File: src/rtl/scramble_sequencer.sv
// Scrambler sequencer: brings the DRBG out of reset, reseeds it every
// RESEED_EVERY frames, and releases the bit consumer and line rotator.
module scramble_sequencer #(
  parameter int INIT_TIMEOUT   = 1024,
  parameter int RESEED_TIMEOUT = 4096,
  parameter int RESEED_EVERY   = 1
) (
  input  logic        clk,
  input  logic        reset,
  input  logic        enable,
  input  logic        V,
  input  logic        H,
  input  logic        init_ready,
  input  logic        generator_busy,
  input  logic        next_bits_ready,
  input  logic        consumer_need_next,
  output logic        drbg_run,
  output logic        next_seed,
  output logic        next_bits,
  output logic        consumer_run,
  output logic        rotator_run,
  output logic [15:0] frame_count,
  output logic        underrun,
  output logic [7:0]  underrun_count,
  output logic        fault,
  output logic [2:0]  state
);

  localparam int TMO_MAX = (INIT_TIMEOUT > RESEED_TIMEOUT) ? INIT_TIMEOUT : RESEED_TIMEOUT;
  localparam int TW      = $clog2(TMO_MAX + 1);

  localparam logic [TW-1:0] INIT_LAST   = TW'(INIT_TIMEOUT - 1);
  localparam logic [TW-1:0] RESEED_LAST = TW'(RESEED_TIMEOUT - 1);
  localparam logic [7:0]    DIV_LAST    = 8'(RESEED_EVERY - 1);

  typedef enum logic [2:0] {
    ST_IDLE       = 3'd0,
    ST_WAIT_INIT  = 3'd1,
    ST_WAIT_FRAME = 3'd2,
    ST_RESEED     = 3'd3,
    ST_FILL       = 3'd4,
    ST_RUN        = 3'd5,
    ST_FAULT      = 3'd6
  } state_t;

  state_t          r_state;
  state_t          w_state_nxt;
  logic            r_v_q;
  logic            r_h_q;
  logic [TW-1:0]   r_tmo;
  logic [7:0]      r_div;
  logic [15:0]     r_frame_count;
  logic [7:0]      r_underrun_count;
  logic            r_underrun;
  logic            r_outstanding;
  logic            r_drbg_run;
  logic            r_next_seed;
  logic            r_consumer_run;
  logic            r_rotator_run;
  logic            r_fault;

  logic            w_v_edge;
  logic            w_h_edge;
  logic            w_frame_tick;
  logic            w_reseed_due;
  logic            w_underrun_hit;
  logic            w_next_bits;

  function automatic logic f_drbg_run(input state_t s);
    return (s == ST_WAIT_INIT) || (s == ST_WAIT_FRAME) || (s == ST_RESEED) ||
           (s == ST_FILL) || (s == ST_RUN);
  endfunction

  function automatic logic f_consumer_run(input state_t s);
    return (s == ST_FILL) || (s == ST_RUN);
  endfunction

  function automatic logic f_timed(input state_t s);
    return (s == ST_WAIT_INIT) || (s == ST_RESEED);
  endfunction

  assign w_v_edge       = V & ~r_v_q;
  assign w_h_edge       = H & ~r_h_q;
  assign w_frame_tick   = (r_state == ST_RUN) && enable && w_v_edge;
  assign w_reseed_due   = w_frame_tick && (r_div == DIV_LAST);
  assign w_underrun_hit = (r_state == ST_RUN) && enable && w_h_edge && r_outstanding;

  // Bits request: held high while filling, follows the consumer while running.
  always_comb begin
    w_next_bits = 1'b0;
    if (r_state == ST_FILL) begin
      w_next_bits = 1'b1;
    end else if (r_state == ST_RUN) begin
      w_next_bits = consumer_need_next;
    end else begin
      w_next_bits = 1'b0;
    end
  end

  // Next-state selection; enable low wins, then timeouts, then ready/busy.
  always_comb begin
    w_state_nxt = r_state;
    if (!enable) begin
      w_state_nxt = ST_IDLE;
    end else begin
      case (r_state)
        ST_IDLE: w_state_nxt = ST_WAIT_INIT;
        ST_WAIT_INIT: begin
          if (r_tmo == INIT_LAST) begin
            w_state_nxt = ST_FAULT;
          end else if (init_ready) begin
            w_state_nxt = ST_WAIT_FRAME;
          end else begin
            w_state_nxt = ST_WAIT_INIT;
          end
        end
        ST_WAIT_FRAME: begin
          if (w_v_edge) begin
            w_state_nxt = ST_RESEED;
          end else begin
            w_state_nxt = ST_WAIT_FRAME;
          end
        end
        // Busy is ignored on the first cycle, while the seed pulse is out.
        ST_RESEED: begin
          if (r_tmo == RESEED_LAST) begin
            w_state_nxt = ST_FAULT;
          end else if ((r_tmo != {TW{1'b0}}) && !generator_busy) begin
            w_state_nxt = ST_FILL;
          end else begin
            w_state_nxt = ST_RESEED;
          end
        end
        ST_FILL: begin
          if (next_bits_ready) begin
            w_state_nxt = ST_RUN;
          end else begin
            w_state_nxt = ST_FILL;
          end
        end
        ST_RUN: begin
          if (w_reseed_due) begin
            w_state_nxt = ST_RESEED;
          end else begin
            w_state_nxt = ST_RUN;
          end
        end
        ST_FAULT: w_state_nxt = ST_FAULT;
        default:  w_state_nxt = ST_IDLE;
      endcase
    end
  end

  // State register, edge history, timeout, counters and registered outputs.
  always_ff @(posedge clk) begin
    if (reset) begin
      r_state          <= ST_IDLE;
      r_v_q            <= 1'b0;
      r_h_q            <= 1'b0;
      r_tmo            <= {TW{1'b0}};
      r_div            <= 8'd0;
      r_frame_count    <= 16'd0;
      r_underrun_count <= 8'd0;
      r_underrun       <= 1'b0;
      r_outstanding    <= 1'b0;
      r_drbg_run       <= 1'b0;
      r_next_seed      <= 1'b0;
      r_consumer_run   <= 1'b0;
      r_rotator_run    <= 1'b0;
      r_fault          <= 1'b0;
    end else begin
      r_state <= w_state_nxt;
      r_v_q   <= V;
      r_h_q   <= H;

      if ((w_state_nxt != r_state) || !f_timed(r_state)) begin
        r_tmo <= {TW{1'b0}};
      end else begin
        r_tmo <= r_tmo + TW'(1);
      end

      if (w_frame_tick) begin
        r_frame_count <= r_frame_count + 16'd1;
        r_div         <= (r_div == DIV_LAST) ? 8'd0 : r_div + 8'd1;
      end

      // Outstanding only tracks requests made while running.
      if (r_state != ST_RUN) begin
        r_outstanding <= 1'b0;
      end else if (next_bits_ready) begin
        r_outstanding <= 1'b0;
      end else if (w_next_bits) begin
        r_outstanding <= 1'b1;
      end

      r_underrun <= w_underrun_hit;
      if (w_underrun_hit && (r_underrun_count != 8'hFF)) begin
        r_underrun_count <= r_underrun_count + 8'd1;
      end

      r_drbg_run     <= f_drbg_run(w_state_nxt);
      r_next_seed    <= (w_state_nxt == ST_RESEED) && (r_state != ST_RESEED);
      r_consumer_run <= f_consumer_run(w_state_nxt);
      r_rotator_run  <= (w_state_nxt == ST_RUN);
      r_fault        <= (w_state_nxt == ST_FAULT);
    end
  end

  assign drbg_run       = r_drbg_run;
  assign next_seed      = r_next_seed;
  assign next_bits      = w_next_bits;
  assign consumer_run   = r_consumer_run;
  assign rotator_run    = r_rotator_run;
  assign frame_count    = r_frame_count;
  assign underrun       = r_underrun;
  assign underrun_count = r_underrun_count;
  assign fault          = r_fault;
  assign state          = r_state;

endmodule

File: config.mk
export PLATFORM = sky130hd
export DESIGN_NAME = scramble_sequencer
export DESIGN_NICKNAME = d
export VERILOG_FILES = /design/src/rtl/scramble_sequencer.sv
export SDC_FILE = /design/constraint.sdc
export NUM_CORES = 1
export LEC_CHECK = 0
export CORE_UTILIZATION = 50
export CTS_BUF_LIST = sky130_fd_sc_hd__clkbuf_4 sky130_fd_sc_hd__clkbuf_8
export DETAILED_ROUTE_END_ITERATION = 8
export DONT_BUFFER_PORTS = 1
export PLACE_DENSITY = 0.7
export SETUP_SLACK_MARGIN = 0.2
export SLEW_MARGIN = 10
export SYNTH_ARGS = -nofsm -noshare
export SYNTH_HDL_FRONTEND = slang
export SYNTH_SLANG_ARGS = --single-unit
File: constraint.sdc
create_clock -name clk -period 6.9 [get_ports clk]
set_input_delay 1.38 -clock clk [delete_from_list [all_inputs] [get_ports clk]]
set_output_delay 1.38 -clock clk [all_outputs]
set_load 0.02 [all_outputs]
==> impl_metrics.tcl <==
set metrics [dict create \
    status "complete, no violations" \
    ys_types 43 \
    grt_pass1_wl_um 8114 \
    clkTransAtPathRegs_ns 0.06 \
    fin_setup_tns_ns 0 \
    drtPass1Iterations 4 \
    dp_hpwl_um 3423 \
    peakVddDrop_mv 0.1345 \
    hold_class "register to register" \
    final_common_cell "dfxtp_1" \
    cp_cell_sequence "inv_1, a211oi_1" \
    final_cell_mix "57 x dfxtp_1, 53 x nor2_1, 21 x xor2_1, 19 x nand2_1, 14 x nand3_1" \
    cp_slowest_cell "a211oi_1" \
    coreArea_mm2 0.004848 \
    path_delay_family "compound AO/OA/AOI/OAI gates" \
    clockRootBuffer "clkbuf_8" \
    drv_slew 0 \
    wl_per_cell_um 12.78 \
    clk_latency_ns 0.34 \
    fill_cells 435 \
    slew_headroom_pct 38.57 \
    drv_cap 0 \
    post-route-util_pct 58.19 \
    rows 25 \
    avgSynthCellArea_um2 8.617 \
    cp_num_buf_inv 1 \
    fin_nets 317 \
    critPathMaxFanout 2 \
    portBuffers 0 \
    worst_path_largest_cell_delay_ns 0.68 \
    finalWirelength_um 4779 \
    ctsHoldBuffers 0 \
    fin_skew_ns 0.006203 \
    rrSetupSlack_ns 4.07 \
    n_antenna_cell 0 \
    ios 43 \
    multi_input_area_mm2 0.001351 \
    synth_edf_count 0 \
    ys_seq_area_share_pct 44.14 \
    wl_met1_um 2282 \
    cts_setup_buffers 0 \
    wl_met2_um 2094 \
    rsz0062_at_grt "false" \
    via_per_inst 5.356 \
    grt_pass1_vias 1793 \
    hold_slack_ns 0.4657 \
    setup_violations 0 \
    finalHoldViolCount 0 \
    syn_nets 315 \
    cts_tree "yes" \
    grt_max_degree 32 \
    tightest_slew_ns 0.9099 \
    cp-start-kind "input port" \
    p_per_area_mw_per_mm2 228.2 \
    async_reset_ff_share_pct 0 \
    cp.arrival_ns 2.08 \
    cts_max_path_buffers 2 \
    fmax_mhz 289.3 \
    top_layer "met4" \
    clkSinkCount 57 \
    antenna_found_initial 0 \
    seqCellArea_mm2 0.001141 \
    via_count 2003 \
    start_util_pct 53.32 \
    drc 0 \
    die-area_mm2 0.005461 \
    synth-seq-cells 57 \
    htreeDepth 3 \
    track_usage_pct 19.99 \
    syn-cell-area_mm2 0.002585 \
    fin_crit_sh_pct 50.10 \
    gp_congestion 0.7964 \
    drtIter0Drc 123 \
    grt_overflow 0 \
    dr_wl_met3_um 286 \
    critPathRequiredTime_ns 5.52 \
    area_growth_pct 9.148 \
    synth_cells 300 \
    leakagePower_nw 1.010 \
    synth_ff_type "dfxtp_1" \
    drive_gt1_share_pct 8.143 \
    dieWidth_um 73.90 \
    worst_setup_path_end_kind "output port" \
    ctsResizeCount 0 \
    yosys_warnings 0 \
    numCtsBuffers 9 \
    drtAntennaViolNets 0 \
    die_height_um 73.90 \
    min_period_ns 3.457 \
    path_class "input port to output port" \
]
## synthesized netlist by cell type, drive strengths merged, types with 3 or more instances
cell type,instances,area share [%]
nor4,3,0.73
and4,4,1.5
clkbuf,6,0.87
ha,6,2.9
nand2b,5,1.2
xnor2,13,4.4
nand3,14,2.7
o21ai,9,1.9
buf,3,0.82
inv,13,1.9
xor2,21,7.1
and2,3,0.73
a21oi,13,2.5
and3,6,1.5
nor2b,3,0.73
nand4,11,3.5
nand2,19,2.8
or3,9,2.2
nor3,7,1.4
dfxtp,57,44
nor2,55,8.2
## power by group
part	leakage, nW	switching, mW	internal [mW]	total, mW
combinational	0.444	0.00645	0.00415	0.0106
sequential	0.460	0.00358	0.331	0.335
clock	0.106	0.127	0.172	0.299
## cell families after synthesis
group	after synthesis	share of synthesized area, %
AND/OR/NAND/NOR	149	30.25
adder cells (fa/ha/maj)	6	2.904
XOR/XNOR	34	11.52
flip-flops	57	44.14
multiplexers	1	0.3872
buffers and inverters	22	3.582
AO/OA/AOI/OAI	31	7.212
## worst register-to-register path: cells and delay by family (launching register included)
kind	cells	cell delay, ns
and+or+nand+nor	4	2.08
DFF	1	0.55
AOI/OAI and AO/OA	1	0.14
## per-stage QoR
step                cells  instance area [um^2]  setup slack (ns)  power (mW)
finish                374                  2821             3.443      0.6440
global route          374                  2821             3.417      0.6678
CTS                   374                  2821             3.443      0.6513
detailed placement    358                  2625             3.433      0.3524
global placement      358                  2625             3.440      0.3525
floorplan             300                  2585             3.546      0.3527
## worst paths after layout
path / startpoint / to / cells past startpoint
setup reg to reg: state[1] / frame_count[11] / 5
hold / removal: r_tmo[0] / r_tmo[0] / 1
setup / recovery: consumer_need_next / next_bits / 2
hold reg to reg: r_tmo[0] / r_tmo[0] / 1
## final cells by class
| type | instances | share of cell area [%] |
|---|---|---|
| clock inverters | 2 | 0.3548 |
| clock buffers | 14 | 6.608 |
| flip-flops and latches | 57 | 40.44 |
| well taps | 67 | 2.971 |
| inverters | 13 | 1.729 |
| multi-input cells | 221 | 47.89 |
## state kept, by name, summed over array words and instances (netlist names)
register	flops
r_h_q	1
r_div	8
r_tmo	13
r_outstanding	1
r_v_q	1
frame_count	16
rotator_run	1
underrun_count	8
fault	1
drbg_run	1
state	3
underrun	1
next_seed	1
consumer_run	1
## metal layers
layer / vias to the layer above / global-route usage (%)
met1: 913 / 24.77
met3: 10 / 6.859
met2: 52 / 29.80
met4: 0 / 12.18
met5: - / 0
li1: 1028 / -
Note: power is estimated with default switching activity, not from simulation.
